$ cat src/rtl/lsu_req_queue_if.sv
// lsu_req_queue_if: request, memory-port and response signals of the load/store request queue
interface lsu_req_queue_if #(
    parameter int TAG_W = 5
);
    logic             req_valid;
    logic             req_ready;
    logic [2:0]       req_op;
    logic [13:0]      req_addr;
    logic [31:0]      req_wdata;
    logic [TAG_W-1:0] req_tag;
    logic [2:0]       op_code;
    logic [13:0]      rwaddr;
    logic [31:0]      wdata;
    logic             stall;
    logic [31:0]      rdata;
    logic             rsp_valid;
    logic [TAG_W-1:0] rsp_tag;
    logic [31:0]      rsp_data;
    logic             rsp_err;

    modport slave (
        input  req_valid, req_op, req_addr, req_wdata, req_tag, rdata,
        output req_ready, op_code, rwaddr, wdata, stall, rsp_valid, rsp_tag, rsp_data, rsp_err
    );

    modport master (
        output req_valid, req_op, req_addr, req_wdata, req_tag, rdata,
        input  req_ready, op_code, rwaddr, wdata, stall, rsp_valid, rsp_tag, rsp_data, rsp_err
    );
endinterface

$ cat src/rtl/lsu_req_queue.sv
// lsu_req_queue: load/store request FIFO with alignment check, one memory issue per cycle and in-order responses
module lsu_req_queue #(
    parameter int DEPTH   = 4,
    parameter int TAG_W   = 5,
    parameter int MEM_LAT = 1
) (
    input logic            clk,
    input logic            nrst,
    lsu_req_queue_if.slave bus
);
    localparam int AW = $clog2(DEPTH);
    localparam logic [AW:0] FULL = (AW + 1)'(DEPTH);

    logic [2:0]       q_op    [DEPTH];
    logic [13:0]      q_addr  [DEPTH];
    logic [31:0]      q_wdata [DEPTH];
    logic [TAG_W-1:0] q_tag   [DEPTH];
    logic [AW-1:0]    wr_ptr, rd_ptr;
    logic [AW:0]      count, next_count;
    logic             push, pop;
    logic [2:0]       head_op;
    logic [13:0]      head_addr;
    logic             head_half, head_word, head_load, head_mis;
    logic             pv   [MEM_LAT+1];
    logic [TAG_W-1:0] ptag [MEM_LAT+1];
    logic             perr [MEM_LAT+1];
    logic             pld  [MEM_LAT+1];

    assign push       = bus.req_valid & bus.req_ready;
    assign pop        = count != '0;
    assign next_count = count + (AW + 1)'(push) - (AW + 1)'(pop);
    assign head_op    = q_op[rd_ptr];
    assign head_addr  = q_addr[rd_ptr];
    assign head_half  = head_op inside {3'b001, 3'b101, 3'b110};
    assign head_word  = head_op inside {3'b010, 3'b111};
    assign head_load  = !(head_op inside {3'b011, 3'b110, 3'b111});
    assign head_mis   = (head_half & head_addr[0]) | (head_word & |head_addr[1:0]);

    always_ff @(posedge clk)
        if (push) begin
            q_op[wr_ptr]    <= bus.req_op;
            q_addr[wr_ptr]  <= bus.req_addr;
            q_wdata[wr_ptr] <= bus.req_wdata;
            q_tag[wr_ptr]   <= bus.req_tag;
        end

    // Misaligned heads are popped like any other but leave the memory port stalled
    always_ff @(posedge clk or negedge nrst)
        if (!nrst) begin
            wr_ptr        <= '0;
            rd_ptr        <= '0;
            count         <= '0;
            bus.req_ready <= 1'b0;
            bus.op_code   <= '0;
            bus.rwaddr    <= '0;
            bus.wdata     <= '0;
            bus.stall     <= 1'b1;
        end else begin
            wr_ptr        <= wr_ptr + AW'(push);
            rd_ptr        <= rd_ptr + AW'(pop);
            count         <= next_count;
            bus.req_ready <= next_count != FULL;
            bus.stall     <= !pop | head_mis;
            if (pop & !head_mis) begin
                bus.op_code <= head_op;
                bus.rwaddr  <= head_addr;
                bus.wdata   <= q_wdata[rd_ptr];
            end
        end

    // Errors ride the same pipe as memory accesses so responses never reorder
    always_ff @(posedge clk or negedge nrst)
        if (!nrst) begin
            for (int i = 0; i <= MEM_LAT; i++) begin
                pv[i]   <= 1'b0;
                ptag[i] <= '0;
                perr[i] <= 1'b0;
                pld[i]  <= 1'b0;
            end
            bus.rsp_valid <= 1'b0;
            bus.rsp_tag   <= '0;
            bus.rsp_data  <= '0;
            bus.rsp_err   <= 1'b0;
        end else begin
            pv[0]   <= pop;
            ptag[0] <= q_tag[rd_ptr];
            perr[0] <= head_mis;
            pld[0]  <= head_load;
            for (int i = 1; i <= MEM_LAT; i++) begin
                pv[i]   <= pv[i-1];
                ptag[i] <= ptag[i-1];
                perr[i] <= perr[i-1];
                pld[i]  <= pld[i-1];
            end
            bus.rsp_valid <= pv[MEM_LAT];
            bus.rsp_tag   <= pv[MEM_LAT] ? ptag[MEM_LAT] : '0;
            bus.rsp_err   <= pv[MEM_LAT] & perr[MEM_LAT];
            bus.rsp_data  <= (pv[MEM_LAT] & pld[MEM_LAT] & !perr[MEM_LAT]) ? bus.rdata : '0;
        end
endmodule
$ cat src/flat_wrapper.sv
// flat-port wrapper written by rule: the top's interface ports become plain ports
module lsu_req_queue_flat 
#(
    parameter int DEPTH   = 4,
    parameter int TAG_W   = 5,
    parameter int MEM_LAT = 1
)
  (clk, nrst, bus_req_valid, bus_req_op, bus_req_addr, bus_req_wdata, bus_req_tag, bus_rdata, bus_req_ready, bus_op_code, bus_rwaddr, bus_wdata, bus_stall, bus_rsp_valid, bus_rsp_tag, bus_rsp_data, bus_rsp_err);
  lsu_req_queue_if #(.TAG_W(TAG_W)) bus_i ();
  input logic clk;
  input logic nrst;
  input wire logic [$bits(bus_i.req_valid)-1:0] bus_req_valid;
  input wire logic [$bits(bus_i.req_op)-1:0] bus_req_op;
  input wire logic [$bits(bus_i.req_addr)-1:0] bus_req_addr;
  input wire logic [$bits(bus_i.req_wdata)-1:0] bus_req_wdata;
  input wire logic [$bits(bus_i.req_tag)-1:0] bus_req_tag;
  input wire logic [$bits(bus_i.rdata)-1:0] bus_rdata;
  output wire logic [$bits(bus_i.req_ready)-1:0] bus_req_ready;
  output wire logic [$bits(bus_i.op_code)-1:0] bus_op_code;
  output wire logic [$bits(bus_i.rwaddr)-1:0] bus_rwaddr;
  output wire logic [$bits(bus_i.wdata)-1:0] bus_wdata;
  output wire logic [$bits(bus_i.stall)-1:0] bus_stall;
  output wire logic [$bits(bus_i.rsp_valid)-1:0] bus_rsp_valid;
  output wire logic [$bits(bus_i.rsp_tag)-1:0] bus_rsp_tag;
  output wire logic [$bits(bus_i.rsp_data)-1:0] bus_rsp_data;
  output wire logic [$bits(bus_i.rsp_err)-1:0] bus_rsp_err;
  assign bus_i.req_valid = bus_req_valid;
  assign bus_i.req_op = bus_req_op;
  assign bus_i.req_addr = bus_req_addr;
  assign bus_i.req_wdata = bus_req_wdata;
  assign bus_i.req_tag = bus_req_tag;
  assign bus_i.rdata = bus_rdata;
  assign bus_req_ready = bus_i.req_ready;
  assign bus_op_code = bus_i.op_code;
  assign bus_rwaddr = bus_i.rwaddr;
  assign bus_wdata = bus_i.wdata;
  assign bus_stall = bus_i.stall;
  assign bus_rsp_valid = bus_i.rsp_valid;
  assign bus_rsp_tag = bus_i.rsp_tag;
  assign bus_rsp_data = bus_i.rsp_data;
  assign bus_rsp_err = bus_i.rsp_err;
  lsu_req_queue #(.DEPTH(DEPTH), .TAG_W(TAG_W), .MEM_LAT(MEM_LAT)) u_core (.clk(clk), .nrst(nrst), .bus(bus_i));
endmodule
$ cat config.mk
export PLATFORM = sky130hd
export DESIGN_NAME = lsu_req_queue_flat
export DESIGN_NICKNAME = d
export VERILOG_FILES = /design/src/rtl/lsu_req_queue_if.sv /design/src/rtl/lsu_req_queue.sv /design/src/flat_wrapper.sv
export SDC_FILE = /design/constraint.sdc
export NUM_CORES = 1
export LEC_CHECK = 0
export BUFFER_PORTS_ARGS = -buffer_cell sky130_fd_sc_hd__buf_4
export CAP_MARGIN = 0
export CORE_ASPECT_RATIO = 1.2
export CORE_MARGIN = 2
export CORE_UTILIZATION = 51
export DETAILED_ROUTE_END_ITERATION = 16
export MAX_ROUTING_LAYER = met4
export PLACE_DENSITY = 0.86
export SYNTH_ARGS = -nofsm -noshare
export SYNTH_HDL_FRONTEND = slang
export SYNTH_SLANG_ARGS = --single-unit
$ cat constraint.sdc
create_clock -name clk -period 4.9 [get_ports clk]
set_input_delay 0.245 -clock clk [delete_from_list [all_inputs] [get_ports clk]]
set_output_delay 0.245 -clock clk [all_outputs]
set_load 0.01 [all_outputs]
**Word-level counts from Yosys, hierarchy flattened**

Memories as Yosys holds them, arrays and structs flattened. A register that Yosys moved wholly into a read port is not among the register bits.
Index checks and enable logic that the tools add are counted.

- Flip-flop bits (word level): 76
- Bits in writable memories: 216
- Input port bits: 89
- Output and inout port bits: 90
- Logic and storage cells: 57
- Memories kept: 4

- $add $sub $neg: 4
- Equal/unequal tests: 7
- Multiplexer cells: 4
- Bitwise logic cells: 9
- Reduce and logical (&&, ||, !) cells: 11

Memory list:

| name | words | width | read ports | clocked after Yosys merged registers in | write ports | line | text |
|---|---|---|---|---|---|---|---|
| u_core.q_wdata | 4 | 32 | 1 | 1 | 1 | lsu_req_queue.sv:16 | `logic [31:0] q_wdata [DEPTH];` |
| u_core.q_addr | 4 | 14 | 1 | 0 | 1 | lsu_req_queue.sv:15 | `logic [13:0] q_addr [DEPTH];` |
| u_core.q_tag | 4 | 5 | 1 | 1 | 1 | lsu_req_queue.sv:17 | `logic [TAG_W-1:0] q_tag [DEPTH];` |
| u_core.q_op | 4 | 3 | 1 | 0 | 1 | lsu_req_queue.sv:14 | `logic [2:0] q_op [DEPTH];` |

Operators by type and width:

| operator | number |
|---|---|
| $mux 32 | 1 |
| $eq 3x3->1 const B | 3 |
| $reduce_bool 3->1 | 3 |
| $and 1x1->1 | 7 |
| $eq 3x2->1 const B | 2 |
| $logic_not 1->1 | 6 |
| $mux 5 | 1 |
| $add 2x1->2 | 2 |
| $add 3x1->3 | 1 |
| $eq 3x1->1 const B | 1 |
| $ne 3x3->1 const B | 1 |
| $sub 3x1->3 | 1 |
| $mux 1 | 2 |
| $or 1x1->1 | 2 |
| $reduce_bool 2->1 | 1 |
| $reduce_or 2->1 | 1 |

**Longest topological paths before layout**

Gate-level depths: netlist of the first run.
An unclocked memory read counts as a cell.

- Depth after elaboration: 7
- Depth in mapped cells: 8
- Gate-level depth less buffers: 8

**Least setup slack after synthesis of the first run**

OpenSTA, ideal clock, no wires.

- Path type: flip-flop to flip-flop
- From: reg u_core.bus.req_ready
- To: mem u_core.q_addr[1][0], enable pin
- Library setup time: 0.544 ns
- Arrival time: 4.476 ns
- Data required time: 4.356 ns
- Path slack: -0.120 ns
- Stages on the path, launching flop included: 3
- Path buffers: 0
- Period minus slack after synthesis: 5.020 ns
- Cell sequence: dfrtp_1 > nand2_1 > nor3b_1

- Longest elaborated chain between the ends: 3

RTL lines:

| element | line | text |
|---|---|---|
| start, declared | lsu_req_queue_if.sv:23 | `output req_ready, op_code, rwaddr, wdata, stall, rsp_valid, rsp_tag, rsp_data, rsp_err` |
| start signal, assigned | lsu_req_queue.sv:53 | `bus.req_ready <= 1'b0;` |
| start signal, assigned | lsu_req_queue.sv:62 | `bus.req_ready <= next_count != FULL;` |
| $and 1x1->1 | lsu_req_queue.sv:29 | `assign push = bus.req_valid & bus.req_ready;` |
| $mux 1 | lsu_req_queue.sv:40 | `if (push) begin` |
| $mux 1 (not written as such) | lsu_req_queue.sv:42 | `q_addr[wr_ptr] <= bus.req_addr;` |
| end, declared | lsu_req_queue.sv:15 |  |

No other way between the ends.

**Worst setup path after layout of the first run**

- From: reg u_core.rd_ptr[0]
- To: reg u_core.bus.rwaddr[8]

- Longest elaborated chain between the ends: 7
- Elaborated cells on any way between the ends: 15
- Classes of those cells: 5 x eq/ne; 4 x bitwise; 4 x reduce/logical; 2 x memory

RTL lines:

| element | line | text |
|---|---|---|
| start, declared | lsu_req_queue.sv:18 | `logic [AW-1:0] wr_ptr, rd_ptr;` |
| start signal, assigned | lsu_req_queue.sv:60 | `rd_ptr <= rd_ptr + AW'(pop);` |
| $mem_v2 4x3 | - |  |
| $eq 3x1->1 (tied with other cells) | lsu_req_queue.sv:34 | `assign head_half = head_op inside {3'b001, 3'b101, 3'b110};` |
| $reduce_bool 3->1 / $reduce_bool 2->1 (equally long branches) | lsu_req_queue.sv:34, lsu_req_queue.sv:35 |  |
| $and 1x1->1 | lsu_req_queue.sv:37 | `assign head_mis = (head_half & head_addr[0]) \| (head_word & \|head_addr[1:0]);` |
| $or 1x1->1 | lsu_req_queue.sv:37 |  |
| $logic_not 1->1 | lsu_req_queue.sv:64 | `if (pop & !head_mis) begin` |
| $and 1x1->1 | lsu_req_queue.sv:64 |  |
| end signal, assigned | lsu_req_queue.sv:66 | `bus.rwaddr <= head_addr;` |
| end, declared | lsu_req_queue_if.sv:23 |  |

Several ways; a longest one is shown, not always the timed one.
A chain may end at the register's enable or synchronous reset.

==> results of run 1 <==
## sequential cells by signal, summed over array words and instances (netlist names)
register              flops
u_core.bus.op_code        3
u_core.bus.rsp_err        1
u_core.bus.rsp_data      32
u_core.bus.rsp_valid      1
u_core.count              3
u_core.perr               2
u_core.pv                 2
u_core.bus.rwaddr        14
u_core.bus.req_ready      1
u_core.q_addr            56
u_core.bus.rsp_tag        5
u_core.rd_ptr             2
u_core.q_tag             20
u_core.ptag              10
u_core.q_wdata          128
u_core.bus.stall          1
u_core.q_op              12
u_core.bus.wdata         32
u_core.wr_ptr             2
u_core.pld                2
## power by group
group	total (W)	internal, W	switching [W]
Combinational	0.00347	0.00196	0.00151
Clock	0.00253	0.00155	0.000979
Sequential	0.00419	0.00381	0.000374
Total	0.0102	0.00733	0.00286
## per-layer routing
layer / vias to the layer above / routed length, um / global-route usage (%)
li1: 2606 / - / -
met1: 3040 / 9612 / 25.60
met2: 226 / 11820 / 32.97
met3: 31 / 1488 / 3.582
met4: 0 / 418 / 4.649
met5: - / 0 / -
## cells by family after synthesis
family / synth area share [%]
buf+inv: 1.161
mux: 16.47
xor+xnor: 0.2957
compound gates: 0.2534
simple gates: 2.619
flops: 78.61
fa+ha+maj: 0.5913
## synth_stat cells (all sizes together)
cell type / number / share of area (%)
inv: 5 / 0.16
a21o: 1 / 0.063
a21oi: 1 / 0.074
and2: 38 / 2.0
or3: 1 / 0.053
xnor2: 1 / 0.074
nand2b: 1 / 0.053
clkbuf: 12 / 0.38
nor2: 3 / 0.095
o21ai: 2 / 0.12
mux4: 54 / 10
and3: 1 / 0.053
dfrtp: 112 / 24
ha: 4 / 0.42
edfxtp: 216 / 55
nor3: 1 / 0.042
nand2: 4 / 0.13
mux2: 49 / 6.2
nor3b: 2 / 0.13
fa: 1 / 0.17
dfstp: 1 / 0.22
nand3b: 1 / 0.063
buf: 8 / 0.62
xor2: 3 / 0.22
## through the flow
| step | hold slack (ns) | area (um^2) | setup TNS [ns] |
|---|---|---|---|
| 2_1_floorplan | -0.05059 | 11850 | -12.07 |
| 3_3_place_gp | 0.3331 | 13570 | 0 |
| 3_5_place_dp | 0.3347 | 13570 | 0 |
| 4_1_cts | 0.3054 | 15540 | 0 |
| 5_1_grt | 0.3582 | 15540 | 0 |
| 6_report | 0.3116 | 15540 | 0 |
## critical path, cell delays in order, from the launching register on
cell      delay, ns
dfrtp_4        0.60
mux4_2         0.59
nand3b_1       0.11
nand2_1        0.12
o21ai_4        0.15
buf_4          0.82
mux2_4         0.37
## timing repair
| item | in CTS | in global routing |
|---|---|---|
| hold endpoints to repair | 307 | 0 |
| setup endpoints to repair | 0 | 0 |
| hold buffers | 87 | 0 |
## final cells by class
| class | count | share of cell area (%) |
|---|---|---|
| Clock buffer | 37 | 5.265 |
| Clock inverter | 19 | 1.779 |
| Inverter | 5 | 0.1208 |
| Multi-Input combinational cell | 168 | 15.59 |
| Sequential cell | 329 | 59.97 |
| Tap cell | 315 | 2.536 |
| Timing Repair Buffer | 276 | 14.73 |
## how the worst max path moves through the flow
stage	startpoint	endpoint	slack, ns	depth (start not counted)
floorplan	u_core.bus.req_ready	u_core.q_addr[1][0]	-0.12	2
global placement	u_core.rd_ptr[0]	u_core.bus.rwaddr[12]	2.06	6
detailed placement	u_core.rd_ptr[0]	u_core.bus.wdata[0]	1.99	6
CTS	u_core.rd_ptr[0]	u_core.bus.wdata[10]	1.98	6
global route	u_core.rd_ptr[0]	u_core.bus.rwaddr[8]	1.83	6
finish	u_core.rd_ptr[0]	u_core.bus.rwaddr[8]	1.98	6
==> flow_summary.toml, run 1 <==
[clocking]
clk_pin_slew_ns = 0.07
cts_buffer_depth = 3
cts_resized = 0
insertion_delay_ns = 0.54
cts_setup_buffers = 0
cts_tree = "done"
cts-root-buf = "clkbuf_16"
cts_buffers = 30
clock_sinks = 329
htree_levels = 1

[power]
power.total_w = 0.01019
peakVddDrop_uv = 667.2
leakagePower_nw = 6.117
p_per_area_nw_per_um2 = 655.7

[drt]
wl_per_cell_um = 20.31
drc = 0
via_per_inst = 5.138
initialDrtViolationCount = 372
drtPass1Iterations = 4
via_count = 5903
drtAntennaViolNets = 0
wl_um = 23340

[run_status]
status = "finished, final reports clean"

[global_routing]
grt_pass1_vias = 6351
grt_util_all_layers_pct = 19.76
grt_max_degree = 62
overflow = 0
antenna_found_initial = 0
grt_pass1_wl_um = 35550

[flow_run]
cap_violations = 0

[sta]
relSlewSlack_pct = 30.36
fin_ws_ns = 1.983
finalSetupViolCount = 0
min_period_ns = 2.917
worst-slew-pin-transition_ns = 1.045
finalHoldViolCount = 0
fmaxAchievable_mhz = 342.8
rsz0062_at_grt = "false"
fin_worst_skew_ns = 0.009842
period_share_pct = 59.53
slew_violations = 0

[finish]
drive_above_1_share_pct = 41.85
diodes = 0
finalNonFillerCells = 1149
regArea_um2 = 9320
area_growth_syn_to_layout_pct = 31.15
layout.cells.most_common = "edfxtp_1"
multi_input_area_um2 = 2424
fin_util_pct = 67.65
final_cell_mix = "216 x edfxtp_1, 189 x buf_4, 110 x dfrtp_1, 87 x dlygate4sd3_1, 54 x mux4_2"
fin_nets = 904
fillCellCount = 1425

[placed_design]
port_buffers = 178
place.detailed.hpwl_um = 13620
post-place-ws_ns = 1.994
dp_cells = 1006
gp_congestion = 0.7014

[yosys]
synthCells = 522
ys_ff_latch = 329
syn_area_um2 = 11850
ys_warn_count = 0
synth_area_per_cell_um2 = 22.70
syn_nets = 616
ys_seq_area_share_pct = 78.61
ys_types = 27

[die]
num_rows = 61
die_w_um = 143.2
core_area_um2 = 22970
dieArea_um2 = 24480
start_util_pct = 51.58
die_height_um = 171.0
ios = 179

[critical_path]
timing.rr.start = "u_core.rd_ptr[0]"
r2r_slack_ns = 1.98
worstPathRequired_ns = 5.32
end_kind = "flop"
r2r_end = "u_core.bus.rwaddr[8]"
cp-start-kind = "flop"
criticalPathCategory = "flop to flop"
cp_data_arrival_time_ns = 3.34
crit_path_max_fanout = 50
worstRegToRegCells = 6

[min_path]
min_to = "u_core.wr_ptr[0]"
hp-start = "bus_req_valid"
min_path_cells = 4
hold_path_class = "input pin to flop"
No activity file was read; power rests on OpenSTA's default activity.
==> inputs of run 2 (changes only) <==
--- a/config.mk
+++ b/config.mk
@@ -12,7 +12,7 @@
 export CORE_UTILIZATION = 51
 export DETAILED_ROUTE_END_ITERATION = 16
 export MAX_ROUTING_LAYER = met4
-export PLACE_DENSITY = 0.86
+export PLACE_DENSITY = 0.83
 export SYNTH_ARGS = -nofsm -noshare
 export SYNTH_HDL_FRONTEND = slang
 export SYNTH_SLANG_ARGS = --single-unit
==> constraint.sdc (replaced) <==
create_clock -name clk -period 3 [get_ports clk]
set_input_delay 0.15 -clock clk [delete_from_list [all_inputs] [get_ports clk]]
set_output_delay 0.15 -clock clk [all_outputs]
set_load 0.01 [all_outputs]
==> run 2 against run 1 <==
  * Worst setup slack worse by 1.4 ns
  * Sequential share of layout area increased by 0.54 points
  * Utilization shrank 0.60 points
  * Largest power group unchanged
  * Clock skew up 0.010 ns
  * Cell area shrank 0.89%
  * Clock power increased by 38%
  * Critical path depth rose by 2
  * Highest routed layer unchanged
  * Hold slack worse by 0.094 ns
==> flow_summary.toml, run 2 (synthesized netlist as in run 1, its figures left out) <==
[drt]
wl_met2_um = 11910
met3_length_um = 1278
drtAntennaViolNets = 0
wl_per_cell_um = 19.87
via_count = 5803
via_per_inst = 5.055
routed.top_layer = "met4"
initialDrtViolationCount = 279
wl_met1_um = 9177
wl_um = 22820
drtPass1Iterations = 4
drc = 0

[clocking]
clock_sinks = 329
cts_buffers = 29
cts-root-buf = "clkbuf_16"
cts_tree = "done"
clk_pin_slew_ns = 0.06
insertion_delay_ns = 0.54
cts_resized = 0
cts_buffer_depth = 3
htree_levels = 1

[critical_path]
r2r_slack_ns = 0.57
timing.rr.start = "u_core.count[2]"
cp-start-kind = "flop"
crit_path_max_fanout = 4
end_kind = "flop"
r2r_end = "u_core.bus.req_ready"
cp_data_arrival_time_ns = 2.85
worstPathRequired_ns = 3.42
worstRegToRegCells = 8
criticalPathCategory = "flop to flop"

[finish]
final_cell_mix = "216 x edfxtp_1, 187 x buf_4, 110 x dfrtp_1, 87 x dlygate4sd3_1, 54 x mux4_2"
regMostFlops = "u_core.q_wdata"
layout.cells.most_common = "edfxtp_1"
largest_reg_flops = 128
drive_above_1_share_pct = 41.59
area_growth_syn_to_layout_pct = 29.98
fin_nets = 904
top_regs = "u_core.q_wdata x128, u_core.q_addr x56"
finalNonFillerCells = 1148

[die]
core_area_um2 = 22970
num_rows = 61
start_util_pct = 51.58
die_w_um = 143.2
dieArea_um2 = 24480
ios = 179
die_height_um = 171.0

[min_path]
min_to = "u_core.wr_ptr[0]"
min_path_cells = 4
hold_path_class = "input pin to flop"
hp-start = "bus_req_valid"

[sta]
whs_ns = 0.2175
finalSetupViolCount = 0
fin_worst_skew_ns = 0.01983
finalHoldViolCount = 0
fin_ws_ns = 0.5733
min_period_ns = 2.427
fmaxAchievable_mhz = 412.1
rsz0062_at_grt = "false"
period_share_pct = 80.89
relSlewSlack_pct = 42.20
slew_violations = 0
worst-slew-pin-transition_ns = 0.8670

[global_routing]
overflow = 0
grt_pass1_vias = 6303
antenna_found_initial = 1
grt_max_degree = 62
grt_util_all_layers_pct = 19.46
grt_pass1_wl_um = 34960

[placed_design]
gp_congestion = 0.6835
post-place-ws_ns = 0.5786
place.detailed.hpwl_um = 12970
dp_cells = 1007
port_buffers = 178

[power]
p_per_area_nw_per_um2 = 1043
peakVddDrop_uv = 657.1
leakagePower_nw = 6.075

[run_status]
status = "finished, final reports clean"

[flow_run]
cap_violations = 0
-- run 2: area by class of cell --
cell class | instances | area, um^2
diodes | 1 | 2.502
inverters | 5 | 18.77
well taps | 315 | 394.1
clock inverters | 16 | 105.1
multi-input cells | 168 | 2440
repair buffers | 277 | 2335
clock buffers | 37 | 787.0
flip-flops and latches | 329 | 9320
fillers | 1420 | 7571
-- run 2: critical path: stages (launching register included) --
cell and delay (ns):
dfrtp_1 0.39, or3_1 0.49, ha_1 0.32, inv_1 0.04, ha_1 0.19, fa_1 0.41, xor2_1 0.16, xnor2_1 0.22
nand2_1 0.09
-- run 2: per-stage QoR --
step | setup TNS, ns | utilization [%] | cell area (um^2) | total power, W
after floorplan | -18.45 | - | 11870 | 0.01068
after global placement | 0 | 59.36 | 13640 | 0.01234
after detailed placement | 0 | 59.36 | 13640 | 0.01261
after CTS | 0 | 67.03 | 15400 | 0.01620
after global routing | 0 | 67.04 | 15400 | 0.01685
final | 0 | 67.04 | 15400 | 0.01606
-- run 2: timing repair --
item / CTS / global route
endpoints found under the hold margin: 307 / 0
buffers inserted: 0 / 0
hold buffers: 87 / 0
-- run 2: metal layers --
layer  vias to the layer above  GRT usage, %
li1                       2598             -
met1                      2965         23.94
met2                       206         33.37
met3                        34         3.303
met4                         0         5.854
met5                         -             -
-- run 2: where the power goes --
group | leakage (nW) | switching, W | internal, W
Combinational | 2.29 | 0.00247 | 0.00326
Clock | 0.450 | 0.00155 | 0.00194
Sequential | 3.34 | 0.000610 | 0.00624
-- run 2: worst max path at each step --
stage / startpoint / end / slack, ns
after global placement: u_core.rd_ptr[0] / u_core.bus.rwaddr[2] / 0.64
after CTS: u_core.rd_ptr[0] / u_core.bus.wdata[7] / 0.57
after floorplan: u_core.bus.req_ready / u_core.q_addr[1][0] / -0.15
after detailed placement: u_core.count[2] / u_core.bus.req_ready / 0.58
final: u_core.count[2] / u_core.bus.req_ready / 0.57
after global routing: u_core.count[2] / u_core.bus.req_ready / 0.48
==> inputs of run 3 (changes only) <==
--- a/config.mk
+++ b/config.mk
@@ -5,6 +5,7 @@
 export SDC_FILE = /design/constraint.sdc
 export NUM_CORES = 1
 export LEC_CHECK = 0
+export ABC_AREA = 1
 export BUFFER_PORTS_ARGS = -buffer_cell sky130_fd_sc_hd__buf_4
 export CAP_MARGIN = 0
 export CORE_ASPECT_RATIO = 1.2
@@ -12,7 +13,7 @@
 export CORE_UTILIZATION = 51
 export DETAILED_ROUTE_END_ITERATION = 16
 export MAX_ROUTING_LAYER = met4
-export PLACE_DENSITY = 0.83
+export PLACE_DENSITY = 0.85
 export SYNTH_ARGS = -nofsm -noshare
 export SYNTH_HDL_FRONTEND = slang
 export SYNTH_SLANG_ARGS = --single-unit
==> constraint.sdc (replaced) <==
create_clock -name clk -period 2.2 [get_ports clk]
set_input_delay 0.11 -clock clk [delete_from_list [all_inputs] [get_ports clk]]
set_output_delay 0.11 -clock clk [all_outputs]
set_load 0.01 [all_outputs]
==> run 3 against run 2 <==
  * Largest cell class unchanged
  * Utilization increased by 0.92 points
  * Power rose by 48%
  * Global-route usage is 4.6 points higher
  * Critical path type unchanged
==> flow_summary.toml, run 3 <==
[clocking]
cts_buffer_depth = 3
clock_sinks = 329
cts-root-buf = "clkbuf_16"
htree_levels = 1
cts_buffers = 29
clk_pin_slew_ns = 0.07
cts_tree = "done"
insertion_delay_ns = 0.55
cts_setup_buffers = 0

[sta]
relSlewSlack_pct = 54.71
fmaxAchievable_mhz = 482.4
finalHoldViolCount = 0
worst-slew-pin-transition_ns = 0.6793
min_period_ns = 2.073
rsz0062_at_grt = "false"
whs_ns = 0.03654
slew_violations = 0
fin_worst_skew_ns = 0.01879
finalSetupViolCount = 0
fin_ws_ns = 0.1268
period_share_pct = 94.24

[critical_path]
cp_data_arrival_time_ns = 2.55
r2r_slack_ns = 0.13
timing.rr.start = "u_core.rd_ptr[0]"
max_stage_delay_ns = 0.54
worstPathRequired_ns = 2.68
cpLargestDelayFamily = "simple AND/OR/NAND/NOR gates"
crit_cells = 11
worstRegToRegCells = 11
path_cells = "buf_4, nand2_1, nand3_1, nand2_1, nand3_1, nand2_1, nand2_2, nand3_2, buf_8, nand2_1, nand2_1"
cp.buffers_inverters = 2
criticalPathCategory = "flop to flop"
cp-start-kind = "flop"
crit_slowest_cell = "dfrtp_4"
r2r_end = "u_core.bus.wdata[13]"
end_kind = "flop"
crit_path_max_fanout = 18
critPathMostFrequentCell = "nand2_1"

[yosys]
ys_types = 25
synthFlopType = "edfxtp_1"
synth_edf_count = 216
synth.most_common_cell = "edfxtp_1"
ys_top_cells_by_count = "216 x edfxtp_1, 140 x nand2_1, 132 x nor2_1"
ys_ff_latch = 329
synth_area_per_cell_um2 = 12.90
ys_seq_area_share_pct = 76.65
synthCells = 942
yosys-top-cells-area = "edfxtp_1 53%, dfrtp_1 23%, nand2_1 4.3%, nor2_1 4.1%, o21ai_0 4.1%"
syn_nets = 1036
synth_top_area_share_pct = 53.37
ys_warn_count = 0
synthArstFlopShare_pct = 34.35
syn_area_um2 = 12150
synth_largest_area_cell = "edfxtp_1"

[finish]
stdcell_area_um2 = 15820
layout.cells.most_common = "edfxtp_1"
largest_reg_flops = 128
fillCellCount = 1537
drive_above_1_share_pct = 22.01
top_regs = "u_core.q_wdata x128, u_core.q_addr x56"
regMostFlops = "u_core.q_wdata"
multi_input_area_um2 = 2416
regArea_um2 = 9323
fin_nets = 1302
final_cell_mix = "216 x edfxtp_1, 194 x buf_4, 138 x nand2_1, 132 x nor2_1, 108 x dfrtp_1"
area_growth_syn_to_layout_pct = 30.19

[placed_design]
gp_congestion = 0.7840
post-place-ws_ns = 0.05797
place.detailed.hpwl_um = 15690
dpl_cell_area_um2 = 13960
port_buffers = 178

[drt]
drc = 0
drtPass1Iterations = 8
initialDrtViolationCount = 748
drtAntennaViolNets = 0
wl_um = 29640
wl_per_cell_um = 19.16
via_per_inst = 5.484
via_count = 8484

[global_routing]
grt_pass1_vias = 8797
gr-usage-met2_pct = 42.02
grtUsageMet1_pct = 27.99
gr-max-usage-layer = "met2"
overflow = 0
gr-usage-met3_pct = 3.483
antenna_found_initial = 1
grt_util_all_layers_pct = 24.03
grt_max_degree = 56
grt_pass1_wl_um = 46400

[die]
die_w_um = 144.9
start_util_pct = 52.21
ios = 179
die_height_um = 173.1
dieArea_um2 = 25080
core_area_um2 = 23280
num_rows = 61

[power]
peakVddDrop_uv = 957.6
leakagePower_nw = 6.609
p_per_area_nw_per_um2 = 1498

[min_path]
hold_path_class = "input pin to async pin"

[run_status]
status = "finished, final reports clean"

[flow_run]
cap_violations = 0
## run 3: metal layers
| layer | vias up | routed length, um |
|---|---|---|
| li1 | 3821 | - |
| met1 | 4191 | 10980 |
| met2 | 395 | 15980 |
| met3 | 77 | 1815 |
| met4 | 0 | 866 |
| met5 | - | 0 |
## run 3: worst max path at each step
stage                                     from                    to  slack (ns)
after floorplan           u_core.bus.req_ready   u_core.q_addr[0][0]       -0.10
after global placement         u_core.count[2]  u_core.bus.req_ready        0.20
after detailed placement       u_core.count[2]  u_core.bus.req_ready        0.06
after CTS                      u_core.count[2]  u_core.bus.req_ready        0.05
after global routing           u_core.count[1]  u_core.bus.req_ready        0.01
final                         u_core.rd_ptr[0]  u_core.bus.wdata[13]        0.13
## run 3: timing repair
item                                   in CTS  in global routing
endpoints found under the hold margin     360                  0
setup endpoints to repair                   0                 49
gates resized for setup                     0                  9
hold buffers                               87                  0
## run 3: final cells by class
cell class,instances,share of cell area [%]
Timing Repair Buffer,292,15.85
Inverter,58,1.408
Clock inverter,15,1.155
Antenna cell,1,0.01582
Clock buffer,39,4.887
Tap cell,315,2.491
Sequential cell,329,58.92
Multi-Input combinational cell,498,15.27
## run 3: metrics by stage
step	power [W]	util (%)	instances	setup TNS (ns)
after detailed placement	0.01817	59.96	1405	0
final	0.02370	67.97	1547	0
after global placement	0.01770	59.96	1405	0
after CTS	0.02336	67.80	1546	0
after floorplan	0.01473	-	942	-16.48
after global routing	0.02500	67.97	1547	0
## run 3: cell families (layout without fill, tap and decap cells)
logic type | after synthesis | in the layout | share of synthesized area [%]
AND/OR/NAND/NOR | 341 | 341 | 11.88
flip-flops | 329 | 329 | 76.65
AO/OA/AOI/OAI | 148 | 148 | 6.599
buffers and inverters | 115 | 404 | 4.005
adder cells (fa/ha/maj) | 5 | 5 | 0.5766
XOR/XNOR | 4 | 4 | 0.2883
other | 0 | 1 | 0
## run 3: report_power, final
part,switching (W),leakage [nW],internal [W]
clock,0.00216,0.465,0.00294
combinational,0.00592,2.78,0.00339
sequential,0.000770,3.36,0.00852
total,0.00884,6.61,0.0149
